`config.mk`:
```
export PLATFORM = sky130hd
export DESIGN_NAME = if_stage
export DESIGN_NICKNAME = d
export VERILOG_FILES = /design/src/rtl/if_stage.sv
export SDC_FILE = /design/constraint.sdc
export NUM_CORES = 1
export LEC_CHECK = 0
export CORE_MARGIN = 8
export CORE_UTILIZATION = 45
export CTS_CLUSTER_SIZE = 16
export DETAILED_ROUTE_END_ITERATION = 10
export GPL_TIMING_DRIVEN = 0
export PLACE_DENSITY = 0.91
export SETUP_SLACK_MARGIN = 0.02
export SYNTH_ARGS = -nofsm -noshare
export SYNTH_HDL_FRONTEND = slang
export SYNTH_SLANG_ARGS = --single-unit
```
`constraint.sdc`:
```
create_clock -name clk -period 2.8 [get_ports clk]
set_input_delay 0.56 -clock clk [delete_from_list [all_inputs] [get_ports clk]]
set_output_delay 0.56 -clock clk [all_outputs]
set_load 0.01 [all_outputs]
```
`src/rtl/if_stage.sv`:
```
// Instruction-fetch stage and IF/ID pipeline register for the 16-bit pipelined CPU.
// Holds the PC, applies hazard stalls and branch redirects, and counts stalls/flushes.
module if_stage #(
   parameter logic [15:0] RESET_PC  = 16'h0000,
   parameter logic [15:0] PC_STEP   = 16'd1,
   parameter logic [15:0] NOP_INSTR = 16'h0000,
   parameter int          CNT_W     = 16
) (
   input  logic             clk,
   input  logic             rst,
   input  logic             pc_write,
   input  logic             ifid_write,
   input  logic             branch_taken,
   input  logic [15:0]      branch_target,
   output logic [15:0]      imem_addr,
   input  logic [15:0]      imem_data,
   output logic [15:0]      pc,
   output logic [15:0]      ifid_instr,
   output logic [15:0]      ifid_pc_plus,
   output logic             ifid_valid,
   output logic [3:0]       ifid_opcode,
   output logic [3:0]       ifid_rd,
   output logic [3:0]       ifid_rs,
   output logic [3:0]       ifid_rt,
   output logic [CNT_W-1:0] stall_count,
   output logic [CNT_W-1:0] flush_count
);

   localparam logic [CNT_W-1:0] CNT_MAX = {CNT_W{1'b1}};

   logic [15:0]      pc_q, pc_d;
   logic [15:0]      instr_q, instr_d;
   logic [15:0]      pc_plus_q, pc_plus_d;
   logic             valid_q, valid_d;
   logic [CNT_W-1:0] stall_q, stall_d;
   logic [CNT_W-1:0] flush_q, flush_d;
   logic [15:0]      pc_next_seq;

   assign pc_next_seq = pc_q + PC_STEP;

   always_comb begin
      // NOTE: every next-state signal gets a hold default first so no path leaves it unassigned (no latches).
      pc_d      = pc_q;
      instr_d   = instr_q;
      pc_plus_d = pc_plus_q;
      valid_d   = valid_q;
      stall_d   = stall_q;
      flush_d   = flush_q;

      if (branch_taken) begin
         // The redirect comes from an older instruction, so it overrides any load-use stall.
         pc_d      = branch_target;
         instr_d   = NOP_INSTR;
         pc_plus_d = 16'h0000;
         valid_d   = 1'b0;
         if (flush_q != CNT_MAX) flush_d = flush_q + CNT_W'(1);
      end else begin
         if (pc_write) begin
            pc_d = pc_next_seq;
         end else if (stall_q != CNT_MAX) begin
            stall_d = stall_q + CNT_W'(1);
         end
         if (ifid_write) begin
            instr_d   = imem_data;
            pc_plus_d = pc_next_seq;
            valid_d   = 1'b1;
         end
      end
   end

   // NOTE: state registers use non-blocking assignments; reset is synchronous and overrides all inputs.
   always_ff @(posedge clk) begin
      if (rst) begin
         pc_q      <= RESET_PC;
         instr_q   <= NOP_INSTR;
         pc_plus_q <= 16'h0000;
         valid_q   <= 1'b0;
         stall_q   <= '0;
         flush_q   <= '0;
      end else begin
         pc_q      <= pc_d;
         instr_q   <= instr_d;
         pc_plus_q <= pc_plus_d;
         valid_q   <= valid_d;
         stall_q   <= stall_d;
         flush_q   <= flush_d;
      end
   end

   assign imem_addr    = pc_q;
   assign pc           = pc_q;
   assign ifid_instr   = instr_q;
   assign ifid_pc_plus = pc_plus_q;
   assign ifid_valid   = valid_q;
   assign ifid_opcode  = instr_q[15:12];
   assign ifid_rd      = instr_q[11:8];
   assign ifid_rs      = instr_q[7:4];
   assign ifid_rt      = instr_q[3:0];
   assign stall_count  = stall_q;
   assign flush_count  = flush_q;

endmodule
```
Word-level counts from Yosys, hierarchy flattened
Cells that the tools add are included.
Word-level totals
  word-level logic and storage cells: 19
  register bits: 81
  output and inout port bits: 113
  input port bits: 37
Cells by class
  bitwise logic cells: 2
  add/subtract/negate cells: 3
  reductions and logical operators: 4
  mux-type cells: 2
  eq/ne operators: 2
Operators by type and width (count)
  adder 16 x 1 -> 16 bit (second input constant): 3
  two-way mux 16 bit: 2
  != test 16 bit (second input constant): 2
  AND reduction 3 bit: 1
  NOT 1 bit: 2
  AND reduction 2 bit: 1
  nonzero test 2 bit: 1
  OR reduction 2 bit: 1

Longest topological paths before layout
  depth after elaboration: 3
  depth in mapped cells: 6
  gate-level depth less buffers: 5

Worst setup path after synthesis
No wires, ideal clock.
  path kind: register -> register
  from: register pc_q[0] (netlist: imem_addr[0])
  to: register pc_q[14] (netlist: imem_addr[14])
  arrival time: 2.054 ns
  slack: 0.655 ns
  stages on the path, launching flop included: 7
  library setup time: 0.091 ns
  clock period less this slack: 2.145 ns
  buffers on the path: 1
  required time: 2.709 ns
  cell sequence: dfxtp_1 -> ha_1 -> nand3_2 -> or3_1 -> clkbuf_2 -> or4_1 -> a311oi_1
On the way
  longest elaborated chain between the ends: 3
Ends and longest elaborated chain
  start, declared: RTL line 31  | logic [15:0] pc_q, pc_d;
  start signal, assigned: RTL line 81  | pc_q <= pc_d;
  adder 16 x 1 -> 16 bit: RTL line 39  | assign pc_next_seq = pc_q + PC_STEP;
  two-way mux 16 bit: RTL line 58  | if (pc_write) begin
  two-way mux 16 bit: RTL line 50  | if (branch_taken) begin
Every way passes these cells. The select of a mux whose other input is x is not followed.
A chain may end at the register's enable or synchronous reset.

Worst setup path after layout
Ends and elaborated chain as after synthesis.

==> impl_metrics.tcl <==
set metrics [dict create \
    slew_headroom_pct 52.7 \
    synth_ff_type "dfxtp_1" \
    dr.pass1.iters 5 \
    finalClockSkew_ns 0.00920 \
    syn-cell-area_um2 4140 \
    gp_congestion 0.903 \
    fill_cells 753 \
    synth_seq_cells 81 \
    worst_pin_slew_ns 0.700 \
    placementRows 35 \
    ir_drop_uv 219 \
    setup-violations-final 0 \
    ys_warn_count 0 \
    status "complete, no violations" \
    rsz0062_at_grt "no" \
    hp-class "register to register" \
    reg2reg_depth 6 \
    tritoncts "done" \
    grt_start_max_net_pins 16 \
    worstPathCellList "ha_1, nand3_2, or3_1, clkbuf_2, or4_1, a311oi_1" \
    fin_setup_tns_ns 0 \
    port_buffers 148 \
    p_per_area_nw_per_um2 425 \
    ctsHoldBuffers 0 \
    die_y_um 112 \
    clockBufferDepth 2 \
    synth_cells 484 \
    report.final.hold_viol_count 0 \
    fp.dieW_um 112 \
    placed_cells 743 \
    r2r-end "imem_addr[14]$_SDFFE_PP0N_" \
    ys_seq_area_share_pct 39.2 \
    dpl_cell_area_um2 5760 \
    drc 0 \
    start_util_pct 45.7 \
    crit_path_end "imem_addr[14]$_SDFFE_PP0N_" \
    clk_pin_slew_ns 0.09 \
    cts-root-buf "clkbuf_8" \
    ys_types 50 \
    rr_startpoint "imem_addr[0]$_SDFFE_PP0N_" \
    syn-num-nets 524 \
    syn_avg_cell_area_um2 8.55 \
    crit_required_ns 3.05 \
    clock_sinks 81 \
    crit_buf_inv 1 \
    synth-edff-count 0 \
    io_pins 150 \
    layout-drive-gt1-share_pct 10.8 \
    drt_iter0_drc 243 \
    max_cap_viol_count 0 \
    max_stage_delay_ns 0.50 \
    worstPathMaxFanout 9 \
    cp_top_family "simple AND/OR/NAND/NOR gates" \
    antenna_found_initial 0 \
    min_period_ns 2.44 \
    fin_crit_sh_pct 87.0 \
    ys_async_sr_fraction_pct 0 \
    fin_nets 683 \
    gr-total-overflow 0 \
    drtAntennaViolNets 0 \
    worst-setup-path-type "register to register" \
    post_cts_resized 0 \
    cp_num_cells 6 \
    post-cts-setup-buffers 0 \
    die_area_um2 12500 \
    rrSetupSlack_ns 0.36 \
    ctsHtreeMaxLevel 3 \
    p_leak_nw 2.15 \
    cp.arrival_ns 2.69 \
    crit_path_start_kind "register" \
    first_global_vias 4114 \
    grt_first_pass_wirelength_um 20900 \
    viasPerCell 5.58 \
    fin_cells 759 \
    wire_per_inst_um 17.2 \
    coreArea_um2 9060 \
    diodes 0 \
    num_vias 4238 \
    cts_made_buffers 9 \
    grt_use_total_pct 20.3 \
    syn_to_final_growth_pct 44.0 \
    end_kind "register" \
    slowest_stage "dfxtp_1" \
    dp_hpwl_um 10000 \
    whs_ns 0.479 \
    drt_wl_total_um 13000 \
    fmax_ghz 0.411 \
    critPathLaunch "imem_addr[0]$_SDFFE_PP0N_" \
    clkLatencyLatePin_ns 0.35 \
    drv_slew 0 \
    design_area_um2 5960 \
]
per-stage QoR:
step | power (mW) | utilization, % | setup WS, ns
CTS | 2.55 | 65.8 | 0.418
finish | 2.53 | 65.8 | 0.365
floorplan | 1.45 | - | 0.655
global placement | 1.66 | 63.5 | 0.234
global route | 2.64 | 65.8 | 0.237
detailed placement | 1.67 | 63.5 | 0.116
how the worst min path moves through the flow:
| stage | startpoint | to | slack, ns | depth (start not counted) |
|---|---|---|---|---|
| 6_report | ifid_valid$_SDFFE_PP0P_ | ifid_valid$_SDFFE_PP0P_ | 0.48 | 2 |
| 5_1_grt | ifid_pc_plus[2]$_SDFFE_PP0P_ | ifid_pc_plus[2]$_SDFFE_PP0P_ | 0.51 | 2 |
| 4_1_cts | ifid_valid$_SDFFE_PP0P_ | ifid_valid$_SDFFE_PP0P_ | 0.48 | 2 |
| 3_5_place_dp | ifid_valid$_SDFFE_PP0P_ | ifid_valid$_SDFFE_PP0P_ | 0.47 | 2 |
| 3_3_place_gp | ifid_valid$_SDFFE_PP0P_ | ifid_valid$_SDFFE_PP0P_ | 0.45 | 2 |
| 2_1_floorplan | ifid_valid$_SDFFE_PP0P_ | ifid_valid$_SDFFE_PP0P_ | 0.49 | 2 |
cells by family (layout without fill, tap and decap cells):
logic type               after synthesis  in the layout  share of synthesized area, %
AND/OR/NAND/NOR                      178            178                          22.6
AO/OA/AOI/OAI                         99             99                          15.1
flip-flops                            81             81                          39.2
buffers and inverters                 73            237                          10.5
multiplexers                          29             29                          7.22
XOR/XNOR                              21             21                          4.44
adder cells (fa/ha/maj)                3              3                         0.907
metal layers:
metal / vias up / global-route usage (%) / share of wire [%]
met5: - / 0 / 0
met4: 0 / 6.65 / 1.2
met3: 21 / 5.19 / 8.1
met2: 193 / 37.3 / 51
met1: 1987 / 22.0 / 39
li1: 2037 / - / -
final cells by class:
class | count | area, µm² | area share, %
Buffer | 61 | 390 | 6.55
Sequential cell | 81 | 1620 | 27.2
Clock buffer | 9 | 124 | 2.08
Clock inverter | 7 | 77.6 | 1.30
Tap cell | 111 | 139 | 2.33
Timing Repair Buffer | 148 | 1480 | 24.9
Multi-Input combinational cell | 330 | 2080 | 34.9
Inverter | 12 | 45.0 | 0.756
flip-flops by register name, indices dropped and copies added, names as in the netlist:
signal        count
flush_count      16
ifid_instr       16
ifid_pc_plus     16
imem_addr        16
stall_count      16
ifid_valid        1
cell usage after synthesis, types with 12 or more instances:
| cell | number | share of area, % |
|---|---|---|
| nand4_1 | 15 | 2.3 |
| buf_4 | 34 | 6.2 |
| xnor2_1 | 15 | 3.2 |
| inv_1 | 12 | 1.1 |
| nand2_1 | 25 | 2.3 |
| nor2_1 | 53 | 4.8 |
| a21oi_1 | 33 | 4.0 |
| dfxtp_1 | 81 | 39 |
| nand3_1 | 15 | 1.8 |
| o21ai_0 | 19 | 2.3 |
| clkbuf_1 | 17 | 1.5 |
| or4_1 | 12 | 2.2 |
| mux2i_1 | 22 | 5.3 |
| or3_1 | 12 | 1.8 |
worst reg2reg max path: cells and delay by family, from the launching register on:
kind / cells / cell delay [ns]
and+or+nand+nor: 3 / 1.04
DFF: 1 / 0.50
adders and majority gates: 1 / 0.31
AOI/OAI and AO/OA: 1 / 0.29
buffers and inverters: 1 / 0.19
power by group:
part | switching, mW | internal, mW
Combinational | 0.176 | 0.234
Sequential | 0.0488 | 1.19
Clock | 0.463 | 0.424
Total | 0.688 | 1.85
cells in the final DEF, fill, tap and decap left out, types with 3 or more instances in the layout:
cell type and n:
nor4b_1 3, buf_6 4, a31oi_1 5, clkdlybuf4s50_1 148, nor2_1 53, nand3_1 15, xnor2_1 15, buf_1 3
xor2_1 6, nor2b_1 7, a21oi_1 33, mux2i_1 22, or4_1 12, inv_1 12, clkbuf_1 17, nor4_1 11
nor3_1 6, or3_1 12, a211oi_1 11, o41ai_1 3, and3_1 6, o21ai_0 19, nand4_1 15, clkbuf_8 9
mux2_2 7, buf_4 34, and4_1 3, a311oi_1 3, o31ai_1 11, nand2_1 25, ha_1 3, dfxtp_1 81
Power figures use the tool's default switching activity.
